$ cat config.mk
export PLATFORM = sky130hd
export DESIGN_NAME = ahb_slave_responder
export DESIGN_NICKNAME = d
export VERILOG_FILES = /design/src/rtl/ahb_slave_responder_pkg.sv /design/src/rtl/ahb_slv_be_gen.sv /design/src/rtl/ahb_slave_responder.sv
export SDC_FILE = /design/constraint.sdc
export NUM_CORES = 1
export LEC_CHECK = 0
export ABC_AREA = 1
export CORE_MARGIN = 2
export CORE_UTILIZATION = 31
export CTS_BUF_LIST = sky130_fd_sc_hd__clkbuf_2 sky130_fd_sc_hd__clkbuf_4 sky130_fd_sc_hd__clkbuf_8
export CTS_CLUSTER_DIAMETER = 80
export DETAILED_ROUTE_END_ITERATION = 10
export GPL_ROUTABILITY_DRIVEN = 0
export PLACE_DENSITY = 0.83
export REMOVE_ABC_BUFFERS = 1
export SLEW_MARGIN = 20
export SYNTH_ARGS = -nofsm -noshare
export SYNTH_HDL_FRONTEND = slang
export SYNTH_SLANG_ARGS = --single-unit
$ cat constraint.sdc
create_clock -name hclk -period 1.7 [get_ports hclk]
set_input_delay 0.17 -clock hclk [delete_from_list [all_inputs] [get_ports hclk]]
set_output_delay 0.17 -clock hclk [all_outputs]
set_load 0.02 [all_outputs]
$ cat src/rtl/ahb_slave_responder_pkg.sv
// Shared AHB encodings and responder FSM states.
// Used by ahb_slave_responder and ahb_slv_be_gen.
package ahb_slave_responder_pkg;

  typedef enum logic [1:0] {
    HTRANS_IDLE   = 2'b00,
    HTRANS_BUSY   = 2'b01,
    HTRANS_NONSEQ = 2'b10,
    HTRANS_SEQ    = 2'b11
  } htrans_type;

  typedef enum logic [1:0] {
    HRESP_OKAY  = 2'b00,
    HRESP_ERROR = 2'b01,
    HRESP_RETRY = 2'b10,
    HRESP_SPLIT = 2'b11
  } hresp_type;

  localparam logic [2:0] HSIZE_BYTE = 3'd0;
  localparam logic [2:0] HSIZE_HALF = 3'd1;
  localparam logic [2:0] HSIZE_WORD = 3'd2;

  typedef enum logic [1:0] {
    ST_IDLE   = 2'd0,
    ST_ACCESS = 2'd1,
    ST_ERR1   = 2'd2,
    ST_ERR2   = 2'd3
  } state_t;

  // Only NONSEQ and SEQ carry a real transfer.
  function automatic logic is_active(input htrans_type t);
    return (t == HTRANS_NONSEQ) || (t == HTRANS_SEQ);
  endfunction

endpackage

$ cat src/rtl/ahb_slv_be_gen.sv
// Combinational byte-enable decoder: transfer size + address LSBs -> mem_be,
// flagging oversize or misaligned transfers as illegal.
module ahb_slv_be_gen
  import ahb_slave_responder_pkg::*;
(
  input  logic [2:0] size,
  input  logic [1:0] addr_lo,
  output logic [3:0] be,
  output logic       illegal
);

  always_comb begin
    be      = 4'b0000;
    illegal = 1'b0;
    case (size)
      HSIZE_BYTE: be = 4'b0001 << addr_lo;
      HSIZE_HALF: begin
        if (addr_lo[0]) illegal = 1'b1;
        else            be      = addr_lo[1] ? 4'b1100 : 4'b0011;
      end
      HSIZE_WORD: begin
        if (addr_lo != 2'b00) illegal = 1'b1;
        else                  be      = 4'b1111;
      end
      default: illegal = 1'b1;
    endcase
  end

endmodule

$ cat src/rtl/ahb_slave_responder.sv
// AHB slave endpoint bridging pipelined AHB transfers to a req/ack backend.
// Optional backend watchdog enabled by defining AHB_SLV_TIMEOUT_EN.
module ahb_slave_responder
  import ahb_slave_responder_pkg::*;
#(
  parameter int AHB_ADDR_WIDTH = 32,
  parameter int AHB_DATA_WIDTH = 32,
  parameter int MEM_ADDR_WIDTH = 12,
  parameter int TIMEOUT_CYCLES = 16
) (
  input  logic                      hclk,
  input  logic                      hreset,
  input  logic                      hsel,
  input  logic [AHB_ADDR_WIDTH-1:0] haddr,
  input  htrans_type                htrans,
  input  logic                      hwrite,
  input  logic [2:0]                hsize,
  input  logic [AHB_DATA_WIDTH-1:0] hwdata,
  input  logic                      hready,
  output logic                      hreadyout,
  output hresp_type                 hresp,
  output logic [AHB_DATA_WIDTH-1:0] hrdata,
  output logic                      mem_req,
  output logic                      mem_we,
  output logic [MEM_ADDR_WIDTH-1:0] mem_addr,
  output logic [3:0]                mem_be,
  output logic [AHB_DATA_WIDTH-1:0] mem_wdata,
  input  logic [AHB_DATA_WIDTH-1:0] mem_rdata,
  input  logic                      mem_ack,
  input  logic                      mem_err,
  output state_t                    dbg_state,
  output logic [AHB_ADDR_WIDTH-1:0] dbg_addr
);

  // Handshake: mem_req rises in the data phase and holds with stable
  // mem_we/mem_addr/mem_be until the cycle mem_ack is seen high; mem_err and
  // mem_rdata are only meaningful in that mem_ack cycle.

  state_t                    state_q, state_d;
  logic [AHB_ADDR_WIDTH-1:0] addr_q;
  logic                      write_q;
  logic [3:0]                be_q;

  logic       capture_req;
  logic       capture_en;
  logic       accept;
  logic [3:0] cap_be;
  logic       cap_illegal;
  logic       timeout_hit;

  // Decode on the live address phase; the decoded enables are what the
  // data phase needs, so they are registered instead of the raw size.
  ahb_slv_be_gen u_be_gen (
    .size    (hsize),
    .addr_lo (haddr[1:0]),
    .be      (cap_be),
    .illegal (cap_illegal)
  );

  assign capture_req = hsel && hready && is_active(htrans);

  always_comb begin
    state_d    = state_q;
    capture_en = 1'b0;
    accept     = 1'b0;
    hreadyout  = 1'b1;
    hresp      = HRESP_OKAY;
    hrdata     = '0;
    mem_req    = 1'b0;
    mem_we     = 1'b0;
    mem_be     = 4'b0000;
    case (state_q)
      ST_IDLE: begin
        capture_en = 1'b1;
      end
      ST_ACCESS: begin
        mem_req = 1'b1;
        mem_we  = write_q;
        mem_be  = be_q;
        if (!mem_ack) begin
          hreadyout = 1'b0;
          if (timeout_hit) state_d = ST_ERR1;
        end else if (mem_err) begin
          hreadyout = 1'b0;
          state_d   = ST_ERR1;
        end else begin
          hrdata     = write_q ? '0 : mem_rdata;
          capture_en = 1'b1;
          state_d    = ST_IDLE;
        end
      end
      ST_ERR1: begin
        hreadyout = 1'b0;
        hresp     = HRESP_ERROR;
        state_d   = ST_ERR2;
      end
      ST_ERR2: begin
        hresp      = HRESP_ERROR;
        capture_en = 1'b1;
        state_d    = ST_IDLE;
      end
      default: state_d = ST_IDLE;
    endcase
    if (capture_en && capture_req) begin
      accept  = 1'b1;
      state_d = cap_illegal ? ST_ERR1 : ST_ACCESS;
    end
  end

  always_ff @(posedge hclk or posedge hreset) begin
    if (hreset) begin
      state_q <= ST_IDLE;
      addr_q  <= '0;
      write_q <= 1'b0;
      be_q    <= 4'b0000;
    end else begin
      state_q <= state_d;
      if (accept) begin
        addr_q  <= haddr;
        write_q <= hwrite;
        be_q    <= cap_be;
      end
    end
  end

`ifdef AHB_SLV_TIMEOUT_EN
  localparam int TMR_W = $clog2(TIMEOUT_CYCLES + 1);
  logic [TMR_W-1:0] tmr_q;

  // Fires on the last permitted wait cycle, so the FSM leaves ACCESS after
  // exactly TIMEOUT_CYCLES unacknowledged cycles.
  assign timeout_hit = (tmr_q == TMR_W'(TIMEOUT_CYCLES - 1));

  always_ff @(posedge hclk or posedge hreset) begin
    if (hreset)                             tmr_q <= '0;
    else if (accept)                        tmr_q <= '0;
    else if (state_q == ST_ACCESS && !mem_ack) tmr_q <= tmr_q + 1'b1;
  end
`else
  assign timeout_hit = 1'b0;
`endif

  assign mem_addr  = {addr_q[MEM_ADDR_WIDTH-1:2], 2'b00};
  assign mem_wdata = hwdata;
  assign dbg_state = state_q;
  assign dbg_addr  = addr_q;

endmodule

; After elaboration in Yosys (flattened, before gate mapping)
; Cells that the tools add are included.
[word_totals]
ramBits = 0
mem_count = 0
ff_bits = 39
mem_bits_ro = 0
in_bits = 108
latchBits = 0
output_inout_bits = 119
word_cells = 49
[classes]
n_div = 0
n_mul = 0
add_sub_neg = 0
shift = 1
n_eq_ne = 8
n_reduce_logical = 11
bitwise = 0
mux = 25
magnitude_cmp = 0
[ops]
columns = cell, n
row1 = 2-to-1 mux 32 bit, 4
row2 = 2-to-1 mux 4 bit, 4
row3 = one-hot mux 4 bit (3 select lines), 1
row4 = "== test 2 bit, second input constant", 4
row5 = 2-to-1 mux 1 bit, 8
row6 = 2-to-1 mux 2 bit, 4
row7 = one-hot mux 2 bit (3 select lines), 1
row8 = one-hot mux 1 bit (2 select lines), 2
row9 = nonzero test 4 bit, 1
row10 = OR reduction 2 bit, 2
row11 = "<< shifter 1 x 2 -> 4 bit, first input constant", 1
row12 = "== test 3 x 1 -> 1 bit, second input constant", 1
row13 = "== test 3 x 2 -> 1 bit, second input constant", 1
row14 = logical AND 1 bit, 3
row15 = logical NOT 3 bit, 1
row16 = "inequality test 3 bit, second input constant", 1
row17 = one-hot mux 1 bit (3 select lines), 1
row18 = "== test 2 x 1 -> 1 bit, second input constant", 1
row19 = logical NOT 2 bit, 1
row20 = AND reduction 2 bit, 1
row21 = nonzero test 2 bit, 1
row22 = logical OR 1 bit, 1

; Logic depth before layout (Yosys ltp)
; Gate-level depths: netlist of run 1.
[logic_depth]
depth_word = 6
ltp_mapped = 10
mapped_depth_nobuf = 10

; Hierarchy
; From an unflattened synthesis of run 1, not the netlist that was laid out.
[unflattened]
hier_cells = 343
hier_area_um2 = 2570.0
[by_module_without_submodules]
columns = module, area_per_inst_um2, seq_area_each_um2, cells_per_inst, instances
row1 = ahb_slave_responder, 2443.6, 975.9, 318, 1
row2 = ahb_slv_be_gen, 126.4, 0.0, 25, 1

; Worst setup path before layout of run 1
; OpenSTA, ideal clock, no wires.
[synth_timing]
kind = register -> output
from = register state_q[1], in the netlist dbg_state[1]
to = output port hrdata[10]
setup_slack_ps = -171
path_stages_with_launch = 9
t_required_ps = 1530
t_arrival_ps = 1701
n_path_buf = 2
path_cell_list = dfrtp_1 > inv_1 > ha_1 > buf_4 > nand2_1 > inv_1 > nand3_1 > buf_2 > nor2_1
[synth_between]
elab_chain_cells = 2
[synth_lines]
columns = element, line_no
row1 = "start, declared", ahb_slave_responder.sv:39  ; state_t state_q, state_d;
row2 = "start signal, assigned", ahb_slave_responder.sv:117  ; state_q <= state_d;
row3 = == test 2 x 1 -> 1 bit, ahb_slave_responder.sv:72  ; case (state_q)
row4 = 2-to-1 mux 32 bit, ahb_slave_responder.sv:72
row5 = "end, declared", ahb_slave_responder.sv:22  ; output logic [AHB_DATA_WIDTH-1:0] hrdata,
; Every way passes these cells.

; Worst setup path after layout of run 1
[layout_timing]
from = register state_q[1], in the netlist dbg_state[1]
to = output port hrdata[9]
; Same word-level chain as after synthesis.

==> results.yml, run 1 <==
outcome:
  status: "finished with violations"
  violations: "negative setup slack"
floorplanning:
  die_w_um: 91.4
  ios: 227
  die_area_um2: 8360
  initial_core_util_pct: 32.3
  core_area_um2: 7330
  rows: 31
  die_y_um: 91.4
timing:
  period_share_pct: 114
  tns_ns: -4.64
  fmax_mhz: 518
  worst_slew_pin_slew_ns: 0.593
  finClkSkew_ns: 0.00871
  rsz0062_at_grt: "yes"
  period_minus_slack_ns: 1.93
  final-setup-viol-count: 32
  setup_slack_ns: -0.230
  final_max_slew_viol_count: 0
  hold_viol_final: 0
  slew_headroom_pct: 60.2
global_route:
  grt_max_degree: 26
  grt_pass1_vias: 2522
  overflow: 0
  grt_pass1_wl_um: 13400
  grt_usage_pct: 20.9
  antenna_found_initial: 0
critical_path:
  worstPathArrival_ns: 1.76
  r2r_cells: 11
  r2r-start: "dbg_state[1]"
  endpoint: "hrdata[9]"
  rrSetupSlack_ns: 0.07
  slowest_delay_ns: 0.38
  crit_chain: "inv_1 -> ha_2 -> nand2_2 -> inv_2 -> nand3_4 -> buf_16 -> buf_6 -> nor2_2 -> buf_4"
  worst_setup_path_start_kind: "register"
  timing.rr.end: "dbg_state[1]"
  endpoint_kind: "primary output"
  critical_path_class: "reg2out"
  startpoint: "dbg_state[1]"
  slowest_stage: "dfrtp_1"
  critPathMaxFanout: 6
  critPathRequiredTime_ns: 1.53
synth:
  yosysSeqAreaShare_pct: 41.2
  yosysUniqueCellTypes: 21
  synth_area_um2: 2370
  ys_ff_latch: 39
  synth_area_per_cell_um2: 7.05
  syn-instance-count: 336
  yosys_warnings: 0
clock_network:
  root_buffer: "clkbuf_8"
  ctsHoldBuffers: 0
  insertion_delay_ns: 0.29
  clkTransAtPathRegs_ns: 0.08
  cts_tree: "done"
  clockBufferDepth: 2
  clock-sinks: 39
  numCtsBuffers: 5
  htreeDepth: 2
cells_and_area:
  finalNetCount: 591
  final_cells: 580
  fillCellCount: 591
  area_delta_synth_final_pct: 88.5
  n_antenna_cell: 0
  multi_input_area_um2: 1060
  seqCellArea_um2: 976
  utilization_pct: 60.9
  layout-drive-gt1-share_pct: 26.8
power:
  intPower_uw: 3400
  seqPwrFrac_pct: 27.1
  p_sw_share_pct: 42.8
  power_frac_comb_pct: 62.3
  leakage_uw: 0.00222
  p_switching_uw: 2540
  peakVddDrop_uv: 814
  p_per_area_nw_per_um2: 1330
  power.clock.fraction_pct: 10.5
routing:
  drtIter0Drc: 93
  first_pass_iters: 6
  vias: 2630
  routed_wl_um: 10200
  routed_via_density: 4.53
  wire_per_inst_um: 17.5
  drt.antenna.violating_nets: 0
  drc: 0
placed_design:
  numPortBuffers: 158
  place_ws_ns: -0.275
  dp.cells: 553
  dp_hpwl_um: 6770
min_path:
  hold_path_class: "in2async"
job:
  maxCapViolCount: 0
==> synthesized netlist by cell type <==
| cell type | number | area, um^2 |
|---|---|---|
| nand2_1 | 118 | 443 |
| inv_1 | 51 | 191 |
| buf_4 | 49 | 368 |
| nor2_1 | 44 | 165 |
| dfrtp_1 | 39 | 976 |
| nand3_1 | 6 | 30.0 |
| buf_2 | 5 | 25.0 |
| o21ai_0 | 4 | 20.0 |
| a21oi_1 | 3 | 15.0 |
| ha_1 | 3 | 37.5 |
| buf_6 | 2 | 22.5 |
| nor2_2 | 2 | 12.5 |
| o21ai_1 | 2 | 10.0 |
| conb_1 | 1 | 3.75 |
| inv_2 | 1 | 3.75 |
| nand2_2 | 1 | 6.26 |
| nand2_4 | 1 | 11.3 |
| nand3_2 | 1 | 10.0 |
| nand4_1 | 1 | 6.26 |
| nor3_1 | 1 | 5.00 |
| o211ai_1 | 1 | 7.51 |
==> per-layer routing <==
layer,vias to the layer above,global-route usage (%),wire length [um]
li1,1214,-,-
met1,1241,22.9,3840
met2,163,32.8,4710
met3,10,15.2,1430
met4,2,3.41,129
met5,-,3.85,39
==> worst max-delay path, delay by kind of cell, from the launching register on <==
| kind | cells | cell delay, ns |
|---|---|---|
| and+or+nand+nor | 3 | 0.30 |
| buffers and inverters | 5 | 0.60 |
| adders and majority gates | 1 | 0.18 |
| DFF | 1 | 0.38 |
==> power by group through the flow <==
stage / Clock, uW / Combinational [uW] / Sequential, uW
after CTS: 661 / 3360 / 1610
after global placement: 0 / 3230 / 1600
after detailed placement: 0 / 3300 / 1620
after floorplan: 0 / 923 / 2210
final: 627 / 3700 / 1610
after global routing: 704 / 3950 / 1670
==> cell type report <==
type                       count  share of cell area (%)
timing repair buffer         191                    45.0
multi-input combinational    191                    23.8
clock buffer                   5                    1.54
tap                           99                    2.77
sequential                    39                    21.8
clock inverter                 3                   0.448
inverter                      52                    4.65
==> what timing repair did <==
item / 4_1_cts / 5_1_grt
pin swaps: 0 / 7
resized for setup: 177 / 135
cloned: 1 / 3
endpoints found under the setup margin: 44 / 75
buffers inserted: 8 / 8
==> kinds of logic after synthesis <==
logic type,count (synthesis),share of synthesized area (%)
other,1,0.158
AO/OA/AOI/OAI,10,2.22
buffers and inverters,108,25.8
AND/OR/NAND/NOR,175,29.1
flip-flops,39,41.2
adder cells (fa/ha/maj),3,1.58
==> per-stage QoR <==
step	power, uW	area, um^2	hold WS, ns
finish	5940	4470	0.190
global route	6320	4470	0.229
CTS	5630	3930	0.210
detailed placement	4920	3810	0.340
global placement	4830	3810	0.340
floorplan	3140	1960	0.280
==> worst min-delay path by stage <==
| stage | start | end | slack, ns | depth (start not counted) |
|---|---|---|---|---|
| detailed placement | hwdata[9] | mem_wdata[9] | 0.34 | 0 |
| global placement | hwdata[9] | mem_wdata[9] | 0.34 | 0 |
| finish | hreset | dbg_addr[31] | 0.19 | 2 |
| global route | hreset | dbg_addr[1] | 0.23 | 2 |
| CTS | hreset | dbg_addr[21] | 0.21 | 2 |
| floorplan | haddr[10] | dbg_addr[10] | 0.28 | 2 |
==> placed cells by master, fill, tap and decap left out, drive strengths merged <==
cell type | netlist | layout
a21oi | 3 | 3
nor3 | 1 | 1
conb | 1 | 3
clkbuf | 0 | 13
o21ai | 6 | 6
dfrtp | 39 | 39
clkinv | 0 | 3
inv | 52 | 50
ha | 3 | 3
nor2 | 46 | 46
nand4 | 1 | 1
buf | 56 | 64
nand3 | 7 | 7
o211ai | 1 | 1
clkinvlp | 0 | 2
dlygate4sd2 | 0 | 1
clkdlybuf4s50 | 0 | 118
nand2 | 120 | 120
==> registers in the layout, summed over array words and instances (netlist names) <==
name / flops
be_q: 4
dbg_addr: 32
dbg_state: 2
write_q: 1
Power figures use the tool's default switching activity.
==> inputs of run 2 (changes only) <==
- REMOVE_ABC_BUFFERS: 1 -> not set
==> run 2 against run 1 <==
The flow still finishes with violations (negative setup slack). Cell area rose by 3.6%. Die area unchanged. Routed wire length is 16% lower. Critical path depth stayed put. Count of clock-buffer cells in the layout is 1 higher. Worst setup slack improved by 0.096 ns. Combinational power up 3%. Sequential power about the same. Sequential cell count unchanged. Cell count is the same. Largest cell class unchanged. Largest power group unchanged.
==> results.yml, run 2 (synthesis results as in run 1) <==
timing:
  period_minus_slack_ns: 1.83
  period_share_pct: 108
  final_max_slew_viol_count: 0
  hold_viol_final: 0
  fmax_mhz: 545
  finClkSkew_ns: 0.00396
  setup_slack_ns: -0.134
  rsz0062_at_grt: "yes"
  tns_ns: -3.42
  final-setup-viol-count: 31
power:
  peakVddDrop_uv: 744
  intPower_uw: 3700
  p_per_area_nw_per_um2: 1350
  leakage_uw: 0.00230
  power.clock.fraction_pct: 12.8
  power_frac_comb_pct: 61.0
  p_sw_share_pct: 40.8
  p_switching_uw: 2550
  seqPwrFrac_pct: 26.2
critical_path:
  critical_path_class: "reg2out"
  critPathMaxFanout: 6
  worst_setup_path_start_kind: "register"
  critPathRequiredTime_ns: 1.53
  worstPathArrival_ns: 1.66
  endpoint_kind: "primary output"
floorplanning:
  rows: 31
  ios: 227
  die_w_um: 91.4
  die_y_um: 91.4
  die_area_um2: 8360
  initial_core_util_pct: 32.3
  core_area_um2: 7330
cells_and_area:
  fin_area_um2: 4630
  multi_input_area_um2: 1100
  layout_commonest_cell: "clkdlybuf4s50_1"
  layout-drive-gt1-share_pct: 27.7
  n_antenna_cell: 0
  finalNetCount: 591
  largest_reg_flops: 32
  seqCellArea_um2: 978
  mostFrequentLayoutCells: "clkdlybuf4s50_1 (118), nand2_1 (115), inv_1 (46), dfrtp_1 (37), buf_6 (36)"
  fillCellCount: 600
  area_delta_synth_final_pct: 95.3
clock_network:
  cts_tree: "done"
  insertion_delay_ns: 0.28
  clockBufferDepth: 2
  clock-sinks: 39
  htreeDepth: 2
  numCtsBuffers: 5
  root_buffer: "clkbuf_8"
  clkTransAtPathRegs_ns: 0.08
placed_design:
  dp_hpwl_um: 5830
  postPlaceCellArea_um2: 4080
  numPortBuffers: 158
routing:
  vias: 2516
  routed_via_density: 4.34
  wire_per_inst_um: 14.6
  first_pass_iters: 4
  drtIter0Drc: 77
  drc: 0
  routed_wl_um: 8490
  drt.antenna.violating_nets: 0
global_route:
  grt_pass1_wl_um: 13000
  overflow: 0
  grt_pass1_vias: 2664
  grt_max_degree: 21
  antenna_found_initial: 0
  grt_usage_pct: 19.4
min_path:
  hold_path_class: "in2async"
job:
  maxCapViolCount: 0
outcome:
  violations: "negative setup slack"
  status: "finished with violations"
[run 2: cell count changes in the layout (fill, tap and decap cells not counted), sizes merged, moves of 2 or more]
cell	before	now
clkinv	3	1
clkbuf	13	11
bufbuf	0	2
inv	50	52
clkinvlp	2	0
[run 2: final timing paths]
path	cells past startpoint	slack (ns)	startpoint	to
max	9	-0.13	dbg_state[1]	hrdata[28]
min	3	0.24	hreset	dbg_addr[16]
max reg2reg	11	0.01	dbg_state[0]	dbg_addr[11]
min reg2reg	2	0.48	dbg_addr[24]	dbg_addr[24]
max in group asynchronous	3	1.23	hreset	dbg_state[0]
min in group hclk	0	0.34	hwdata[9]	mem_wdata[9]
[run 2: final cells by class]
cell class	count	share of cell area, %
clock buffers	6	1.78
well taps	99	2.68
inverters	52	4.38
repair buffers	191	45.5
clock inverters	2	0.757
multi-input cells	191	23.8
flip-flops and latches	39	21.1
[run 2: routing by layer]
metal | GRT usage, % | up-vias | routed length (um)
met5 | 0 | - | 0
met4 | 4.67 | 0 | 116
met3 | 6.14 | 10 | 681
met2 | 37.1 | 124 | 4530
met1 | 20.4 | 1169 | 3160
li1 | - | 1213 | -
[run 2: what timing repair did]
item	4_1_cts	5_1_grt
pin swaps	5	1
resized for setup	227	23
hold buffers	0	0
buffers inserted	8	3
cloned	7	1
endpoints found under the setup margin	59	73
hold endpoints to repair	0	0
[run 2: metrics by stage]
stage / worst slack [ns] / util [%] / hold WS, ns / instances / power, uW
final: -0.134 / 63.1 / 0.241 / 580 / 6250
after global routing: -0.205 / 63.1 / 0.286 / 580 / 6640
after CTS: -0.152 / 62.3 / 0.241 / 577 / 6210
after detailed placement: -0.312 / 55.6 / 0.340 / 555 / 5060
after global placement: -0.263 / 55.6 / 0.340 / 555 / 4970
after floorplan: 0.00222 / - / 0.280 / 338 / 3610
[run 2: power by group through the flow]
stage          Combinational (uW)  Sequential, uW  Clock, uW
2_1_floorplan                1530            2080          0
3_3_place_gp                 3360            1610          0
3_5_place_dp                 3430            1630          0
4_1_cts                      3760            1630        824
5_1_grt                      4090            1690        860
6_report                     3810            1640        798
[run 2: worst max-delay path, stage by stage, from the launching register on]
cell and delay, ns:
dfrtp_2 0.41, inv_2 0.06, ha_4 0.12, nand2_2 0.05, inv_2 0.07, nand3_4 0.12, buf_12 0.16, clkbuf_16 0.16
nor2_4 0.09, buf_6 0.12
==> inputs of run 3 (changes only) <==
- MAX_ROUTING_LAYER: not set -> met4
==> run 3 against run 2 <==
The flow still finishes with violations (negative setup slack). Cell area stayed put. Sequential power is essentially flat. Total power about the same. Die area unchanged. Core utilization unchanged. Critical path depth did not move. Register-to-register slack about the same. Largest cell class unchanged. Non-clock buffer count stayed put.
==> results.yml, run 3 (synthesis results as in run 1) <==
floorplanning:
  die_w_um: 91.4
  rows: 31
  initial_core_util_pct: 32.3
  die_area_um2: 8360
  die_y_um: 91.4
  core_area_um2: 7330
  ios: 227
timing:
  period_minus_slack_ns: 1.84
  rsz0062_at_grt: "yes"
  period_share_pct: 108
  final_max_slew_viol_count: 0
  hold_viol_final: 0
  setup_slack_ns: -0.137
  finClkSkew_ns: 0.00592
  fmax_mhz: 544
  final-setup-viol-count: 31
routing:
  drt.antenna.violating_nets: 0
  drtIter0Drc: 74
  drc: 0
  first_pass_iters: 4
  wire_per_inst_um: 14.6
  routed_via_density: 4.33
  routed_wl_um: 8480
  vias: 2513
power:
  leakage_uw: 0.00230
  p_per_area_nw_per_um2: 1350
  peakVddDrop_uv: 748
clock_network:
  root_buffer: "clkbuf_8"
  numCtsBuffers: 5
  clkTransAtPathRegs_ns: 0.08
  cts_tree: "done"
  clock-sinks: 39
  clockBufferDepth: 2
  htreeDepth: 2
  insertion_delay_ns: 0.28
min_path:
  hold_path_class: "in2async"
critical_path:
  timing.rr.end: "dbg_addr[11]"
  endpoint_kind: "primary output"
  r2r_cells: 11
  critPathBufInv: 5
  critPathRequiredTime_ns: 1.53
  crit_family: "buffers and inverters"
  critical_path_class: "reg2out"
  r2r-start: "dbg_state[0]"
  crit_chain: "inv_2 -> ha_4 -> nand2_2 -> inv_2 -> nand3_4 -> buf_12 -> clkbuf_16 -> nor2_4 -> buf_6"
  worst_setup_path_start_kind: "register"
  slowest_delay_ns: 0.41
  critPathMaxFanout: 6
  cpMostUsedCell: "inv_2"
  slowest_stage: "dfrtp_2"
  rrSetupSlack_ns: 0.01
  startpoint: "dbg_state[1]"
  worstPathArrival_ns: 1.67
placed_design:
  dp_hpwl_um: 5830
  numPortBuffers: 158
  postPlaceCellArea_um2: 4080
global_route:
  grt_max_degree: 21
  overflow: 0
  antenna_found_initial: 0
  grt_pass1_wl_um: 13000
  grt_pass1_vias: 2664
  grt_usage_pct: 20.0
job:
  maxCapViolCount: 0
outcome:
  violations: "negative setup slack"
  status: "finished with violations"
cells_and_area:
  fin_area_um2: 4630
  utilization_pct: 63.1
  layout-drive-gt1-share_pct: 27.7
  layout_commonest_cell: "clkdlybuf4s50_1"
  largest_reg_flops: 32
  finalNetCount: 591
  area_delta_synth_final_pct: 95.3
  mostFrequentLayoutCells: "clkdlybuf4s50_1 (118), nand2_1 (115), inv_1 (46), dfrtp_1 (37), buf_6 (36)"
  n_antenna_cell: 0
## run 3: cell counts in the layout (fill, tap and decap cells not counted)
Identical to the previous run, type by type.
## run 3: final cells by class
type	count	area, um^2
timing repair buffer	191	2110
clock buffer	6	82.6
tap	99	124
fill	600	2700
inverter	52	203
multi-input combinational	191	1100
sequential	39	978
clock inverter	2	35.0
## run 3: worst max-delay path by stage
| stage | to | slack [ns] | cells past startpoint |
|---|---|---|---|
| CTS | hrdata[6] | -0.15 | 9 |
| floorplan | dbg_addr[13] | 0.002 | 10 |
| global placement | hrdata[10] | -0.26 | 7 |
| global route | hrdata[28] | -0.21 | 9 |
| detailed placement | hrdata[6] | -0.31 | 7 |
| finish | hrdata[28] | -0.14 | 9 |
## run 3: routing by layer
metal	global-route usage, %	vias to the layer above	routed length [um]
met4	4.67	0	117
li1	-	1213	-
met2	37.0	125	4530
met5	-	-	0
met1	20.9	1165	3210
met3	5.48	10	622
## run 3: worst register-to-register path: stages (launching register included)
cell and delay [ns]:
dfrtp_2 0.44, buf_6 0.13, inv_2 0.06, ha_4 0.20, inv_2 0.04, nand2_2 0.05, buf_6 0.13, nand2_8 0.12
inv_8 0.06, bufbuf_16 0.27, nand2_1 0.06, nand2_1 0.04
## run 3: metrics by stage
stage                     setup WS (ns)  setup TNS [ns]  cells  total power, uW  hold slack [ns]
after CTS                        -0.152           -3.61    577             6210            0.241
final                            -0.137           -3.50    580             6250            0.239
after global placement           -0.263           -8.33    555             4970            0.340
after floorplan                 0.00222               0    338             3610            0.280
after detailed placement         -0.312           -9.73    555             5060            0.340
after global routing             -0.205           -6.91    580             6640            0.288
## run 3: power by group
group	switching [uW]	internal [uW]	leakage, uW
Clock	327	475	0.0000612
Sequential	284	1350	0.000488
Combinational	1940	1870	0.00175
## run 3: repair_timing
| action | 4_1_cts | 5_1_grt |
|---|---|---|
| gates cloned | 7 | 1 |
| hold buffers | 0 | 0 |
| buffers inserted | 8 | 3 |
| setup endpoints to repair | 59 | 73 |
| gates resized for setup | 227 | 23 |
| pin swaps | 5 | 1 |
